## config.mk

```make
export PLATFORM = sky130hd
export DESIGN_NAME = fetch_unit
export DESIGN_NICKNAME = d
export VERILOG_FILES = /design/src/rtl/fetch_unit.sv
export SDC_FILE = /design/constraint.sdc
export NUM_CORES = 1
export LEC_CHECK = 0
export ABC_AREA = 0
export CAP_MARGIN = 20
export CORE_MARGIN = 2
export CORE_UTILIZATION = 50
export CTS_CLUSTER_SIZE = 16
export DETAILED_ROUTE_END_ITERATION = 8
export GPL_TIMING_DRIVEN = 0
export PLACE_DENSITY = 0.76
export SLEW_MARGIN = 10
export SYNTH_ARGS = -nofsm -noshare
export SYNTH_HDL_FRONTEND = slang
export SYNTH_SLANG_ARGS = --single-unit
```

## constraint.sdc

```tcl
create_clock -name clk -period 2.2 [get_ports clk]
set_clock_uncertainty 0.1 [all_clocks]
set_input_delay 0.22 -clock clk [delete_from_list [all_inputs] [get_ports clk]]
set_output_delay 0.22 -clock clk [all_outputs]
set_load 0.02 [all_outputs]
```

## src/rtl/fetch_unit.sv

```systemverilog
// Instruction fetch stage: PC generation, 1-cycle imem requests, credit-controlled
// instruction FIFO towards decode. Optional build macro: FETCH_STALL_CNT_EN (adds stall_cnt).
module fetch_unit #(
    parameter int PC_W       = 16,
    parameter int FIFO_DEPTH = 4
) (
    input  logic            clk,
    input  logic            rst,
    input  logic            fetch_en,
    output logic            imem_req,
    output logic [PC_W-1:0] imem_addr,
    input  logic [31:0]     imem_rdata,
    input  logic            redirect_valid,
    input  logic [PC_W-1:0] redirect_pc,
    output logic            instr_valid,
    input  logic            instr_ready,
    output logic [31:0]     instr_out,
    output logic [PC_W-1:0] pc_out
`ifdef FETCH_STALL_CNT_EN
    ,
    output logic [31:0]     stall_cnt
`endif
);

    localparam int PTR_W  = $clog2(FIFO_DEPTH);
    localparam int CNT_W  = PTR_W + 1;
    localparam int USED_W = CNT_W + 1;
    localparam logic [USED_W-1:0] DEPTH_U = USED_W'(FIFO_DEPTH);
    localparam logic [PC_W-1:0]   PC_ONE  = PC_W'(1);
    localparam logic [CNT_W-1:0]  CNT_ONE = CNT_W'(1);
    localparam logic [PTR_W-1:0]  PTR_ONE = PTR_W'(1);

    logic [PC_W-1:0]  r_pc;
    logic [PC_W-1:0]  r_req_pc;
    logic             r_inflight;
    logic [CNT_W-1:0] r_count;
    logic [PTR_W-1:0] r_rd_ptr;
    logic [PTR_W-1:0] r_wr_ptr;
    logic [31:0]      r_instr_mem [FIFO_DEPTH];
    logic [PC_W-1:0]  r_pc_mem    [FIFO_DEPTH];

    logic [USED_W-1:0] w_used;
    logic              w_credit_ok;
    logic              w_issue;
    logic              w_push;
    logic              w_pop;
    logic              w_nonempty;

    // The in-flight request reserves a FIFO slot, so a response can always be accepted.
    assign w_used      = {1'b0, r_count} + {{CNT_W{1'b0}}, r_inflight};
    assign w_credit_ok = (w_used < DEPTH_U);
    assign w_issue     = !rst && (redirect_valid || (fetch_en && w_credit_ok));
    assign w_push      = r_inflight && !redirect_valid;
    assign w_nonempty  = (r_count != '0);

    assign imem_req  = w_issue;
    assign imem_addr = redirect_valid ? redirect_pc : r_pc;

    // Decode handshake: the head is transferred on a cycle where instr_valid && instr_ready;
    // instr_valid never depends on instr_ready, and a redirect suppresses it.
    assign instr_valid = w_nonempty && !redirect_valid;
    assign w_pop       = instr_valid && instr_ready;
    assign instr_out   = w_nonempty ? r_instr_mem[r_rd_ptr] : 32'h0;
    assign pc_out      = w_nonempty ? r_pc_mem[r_rd_ptr] : '0;

    always_ff @(posedge clk) begin
        if (w_push) begin
            r_instr_mem[r_wr_ptr] <= imem_rdata;
            r_pc_mem[r_wr_ptr]    <= r_req_pc;
        end
    end

    always_ff @(posedge clk or posedge rst) begin
        if (rst) begin
            r_pc       <= '0;
            r_req_pc   <= '0;
            r_inflight <= 1'b0;
            r_count    <= '0;
            r_rd_ptr   <= '0;
            r_wr_ptr   <= '0;
        end else begin
            r_inflight <= w_issue;
            if (redirect_valid) begin
                r_pc     <= redirect_pc + PC_ONE;
                r_req_pc <= redirect_pc;
                r_count  <= '0;
                r_rd_ptr <= '0;
                r_wr_ptr <= '0;
            end else begin
                if (w_issue) begin
                    r_pc     <= r_pc + PC_ONE;
                    r_req_pc <= r_pc;
                end
                if (w_push) begin
                    r_wr_ptr <= r_wr_ptr + PTR_ONE;
                end
                if (w_pop) begin
                    r_rd_ptr <= r_rd_ptr + PTR_ONE;
                end
                if (w_push && !w_pop) begin
                    r_count <= r_count + CNT_ONE;
                end else if (w_pop && !w_push) begin
                    r_count <= r_count - CNT_ONE;
                end
            end
        end
    end

`ifdef FETCH_STALL_CNT_EN
    logic [31:0] r_stall_cnt;

    // Saturating count of cycles where decode holds off a valid instruction.
    always_ff @(posedge clk or posedge rst) begin
        if (rst) begin
            r_stall_cnt <= 32'h0;
        end else if (instr_valid && !instr_ready && (r_stall_cnt != 32'hFFFF_FFFF)) begin
            r_stall_cnt <= r_stall_cnt + 32'h1;
        end
    end

    assign stall_cnt = r_stall_cnt;
`endif

endmodule

```

==> flow_summary.ini <==
[cells_and_area]
synthToLayoutAreaGrowth_pct = 30.6
fill_cells = 1191
diodes = 0
drive_above_1_share = 0.372
nets = 750
layoutNonFillerInstCount = 943
layout_commonest_cell = sky130_fd_sc_hd__edfxtp_1
mostFrequentLayoutCells = sky130_fd_sc_hd__edfxtp_1 (192), sky130_fd_sc_hd__clkdlybuf4s50_1 (62), sky130_fd_sc_hd__mux4_2 (48)
post-route-util = 0.667
finalInstanceArea_mm2 = 0.0125

[clock_tree]
ctsHtreeMaxLevel = 1
insertion_delay_of_the_later_clocked_pin_in_the_worst_skew_pair_ns = 0.50
clock_path_buffers = 3
cts_tree = done
tritoncts.num_buffers = 24
clock_sinks = 232
cts.reportedPaths.clkPinSlew_ns = 0.06
ctsRootBufferMaster = sky130_fd_sc_hd__clkbuf_16

[pwr]
worst_ir_drop_vdd_v = 0.000626
post-layout-total-power_mw = 15.5
p_leak_nw = 4.49
power_per_cell_area_mw_per_mm2 = 1240

[die]
rows = 50
design.portCount = 119
chip_width_um = 142
core_area_mm2 = 0.0188
die-area_mm2 = 0.0203
die-height_um = 142
initial_utilization = 0.510

[timing]
final.setup.tns_ns = -6.01
finalWorstSetupSlack_ns = -0.160
fin_crit_sh = 1.07
timing.final.setup_violations = 48
report.final.hold_viol_count = 0
max_freq_ghz = 0.424
maxSlewViolCount = 0
worst_hold_slack_ns = 0.0456
grt_setup_unrepaired = true
period_needed_ns = 2.36
slew_headroom = 0.502
worst_slew_pin_slew_ns = 0.747

[detailed_routing]
drt-vias-per-instance = 5.56
detailedRoute.firstIterationViolations = 391
num_vias = 5243
firstDrtPassIters = 5
detail-route-antenna-nets = 0
drc_violations = 0
wire_per_inst_um = 20.6
drt_wl_total_um = 19400

[critical_path]
worst-endpoint-arrival_ns = 2.04
crit_fanout = 6
startpoint_class_of_the_critical_path = register
worst-endpoint-required_ns = 1.88
cp-end-kind = primary output
critPathKind = register to primary output

[place]
placed_cells = 883
io_buffer_count = 117
gp_congestion = 0.905
hpwl_after_detailed_placement_um = 11900
dp_worst_setup_slack_ns = -0.376
post_dp_cell_area_mm2 = 0.0111

[global_routing]
grt_use_met2 = 0.337
antenna_found_initial = 0
grt_pass1_wl_um = 30400
total_routing_usage_reported_by_global_routing = 0.195
grt_remaining_overflow = 0
grt_pass1_vias = 5420
gr-max-usage-layer = met2
grt_max_degree = 49
grtUsageMet1 = 0.265
gr-usage-met3 = 0.0360

[status]
violated_checks = setup timing
status = complete, but fails checks

[run]
max_cap_violations = 0

[synthesis]
synth_sequential_area_ratio = 0.706
yosys_warnings = 0
synth_area_mm2 = 0.00958
synth_nets = 590
synthArstFlopShare = 0.172
postSynth.topFlopCell = sky130_fd_sc_hd__edfxtp_1
synth_enable_flop_cells = 192
synth.lib_cells_used.distinct = 48
synthCells = 531
syn_area_per_cell_um2 = 18.0
postSynthRegisterBits = 232

[hold_path]
min-delay-path-class = input port to register
-- metal layers --
metal,vias up,part of all wire
li1,2369,-
met1,2670,0.41
met2,181,0.51
met3,23,0.068
met4,0,0.0099
met5,-,0
-- final timing paths --
path | end | depth (start not counted) | from | slack (ns)
min in group asynchronous | r_pc[7] | 2 | rst | 0.10
hold reg to reg | r_pc_mem[2][5] | 0 | r_req_pc[5] | 0.41
setup / recovery | instr_out[27] | 5 | r_rd_ptr[0] | -0.16
hold / removal | r_req_pc[7] | 3 | redirect_valid | 0.05
max in group asynchronous | r_rd_ptr[0] | 3 | rst | 1.45
setup reg to reg | r_pc[12] | 7 | r_pc[0] | 0.14
-- state kept, by name, indices dropped and copies added (netlist names) --
register / cells
r_instr_mem: 128
r_pc_mem: 64
r_pc: 16
r_req_pc: 16
r_count: 3
r_rd_ptr: 2
r_wr_ptr: 2
r_inflight: 1
-- layout make-up --
type	instances	area, µm²	area share
Tap cell	234	293	0.0234
Sequential cell	232	6770	0.541
Clock inverter	15	234	0.0187
Timing Repair Buffer	136	1440	0.115
Multi-Input combinational cell	256	2800	0.224
Clock buffer	29	641	0.0512
Buffer	25	265	0.0212
Inverter	16	60.1	0.00480
-- kinds of logic after synthesis --
kind of cell,Yosys count,synth area share
AO/OA/AOI/OAI,38,0.0281
XOR/XNOR,16,0.0146
adder cells (fa/ha/maj),6,0.00862
buffers and inverters,43,0.0231
flip-flops,232,0.706
multiplexers,69,0.142
AND/OR/NAND/NOR,127,0.0777
-- timing repair --
item,in CTS,in global routing
setup endpoints to repair,58,59
cloned,4,1
buffers inserted,11,5
gates resized for setup,354,41
pin swaps,26,12
endpoints found under the hold margin,0,0
hold buffers,0,0
-- power breakdown --
group | internal [mW] | leakage [nW] | switching, mW
Clock | 2.79 | 0.427 | 1.64
Combinational | 3.08 | 1.86 | 2.56
Sequential | 5.15 | 2.20 | 0.268
Total | 11.0 | 4.49 | 4.47
-- cell usage after synthesis (3+ instances only) --
library cell,instances,area [µm²]
sky130_fd_sc_hd__nand3b_1,3,22.5
sky130_fd_sc_hd__and2_1,55,344
sky130_fd_sc_hd__mux2i_4,3,67.6
sky130_fd_sc_hd__buf_1,3,11.3
sky130_fd_sc_hd__xnor2_1,14,123
sky130_fd_sc_hd__nor2_1,33,124
sky130_fd_sc_hd__nand3_1,8,40.0
sky130_fd_sc_hd__ha_1,5,62.6
sky130_fd_sc_hd__mux4_2,48,1080
sky130_fd_sc_hd__nand2_1,9,33.8
sky130_fd_sc_hd__mux2i_2,3,41.3
sky130_fd_sc_hd__mux2i_1,5,50.1
sky130_fd_sc_hd__nand4_1,5,31.3
sky130_fd_sc_hd__buf_2,14,70.1
sky130_fd_sc_hd__clkbuf_1,6,22.5
sky130_fd_sc_hd__mux2_2,9,101
sky130_fd_sc_hd__inv_1,14,52.6
sky130_fd_sc_hd__dfrtp_1,40,1000
sky130_fd_sc_hd__a21oi_1,24,120
sky130_fd_sc_hd__edfxtp_1,192,5770
-- critical path, cell delays in order (launching register included) --
cell and delay [ns]:
sky130_fd_sc_hd__dfrtp_2 0.44, sky130_fd_sc_hd__buf_12 0.17, sky130_fd_sc_hd__buf_12 0.13, sky130_fd_sc_hd__mux4_2 0.51, sky130_fd_sc_hd__and2_4 0.16, sky130_fd_sc_hd__buf_6 0.12
Power figures use the tool's default switching activity.
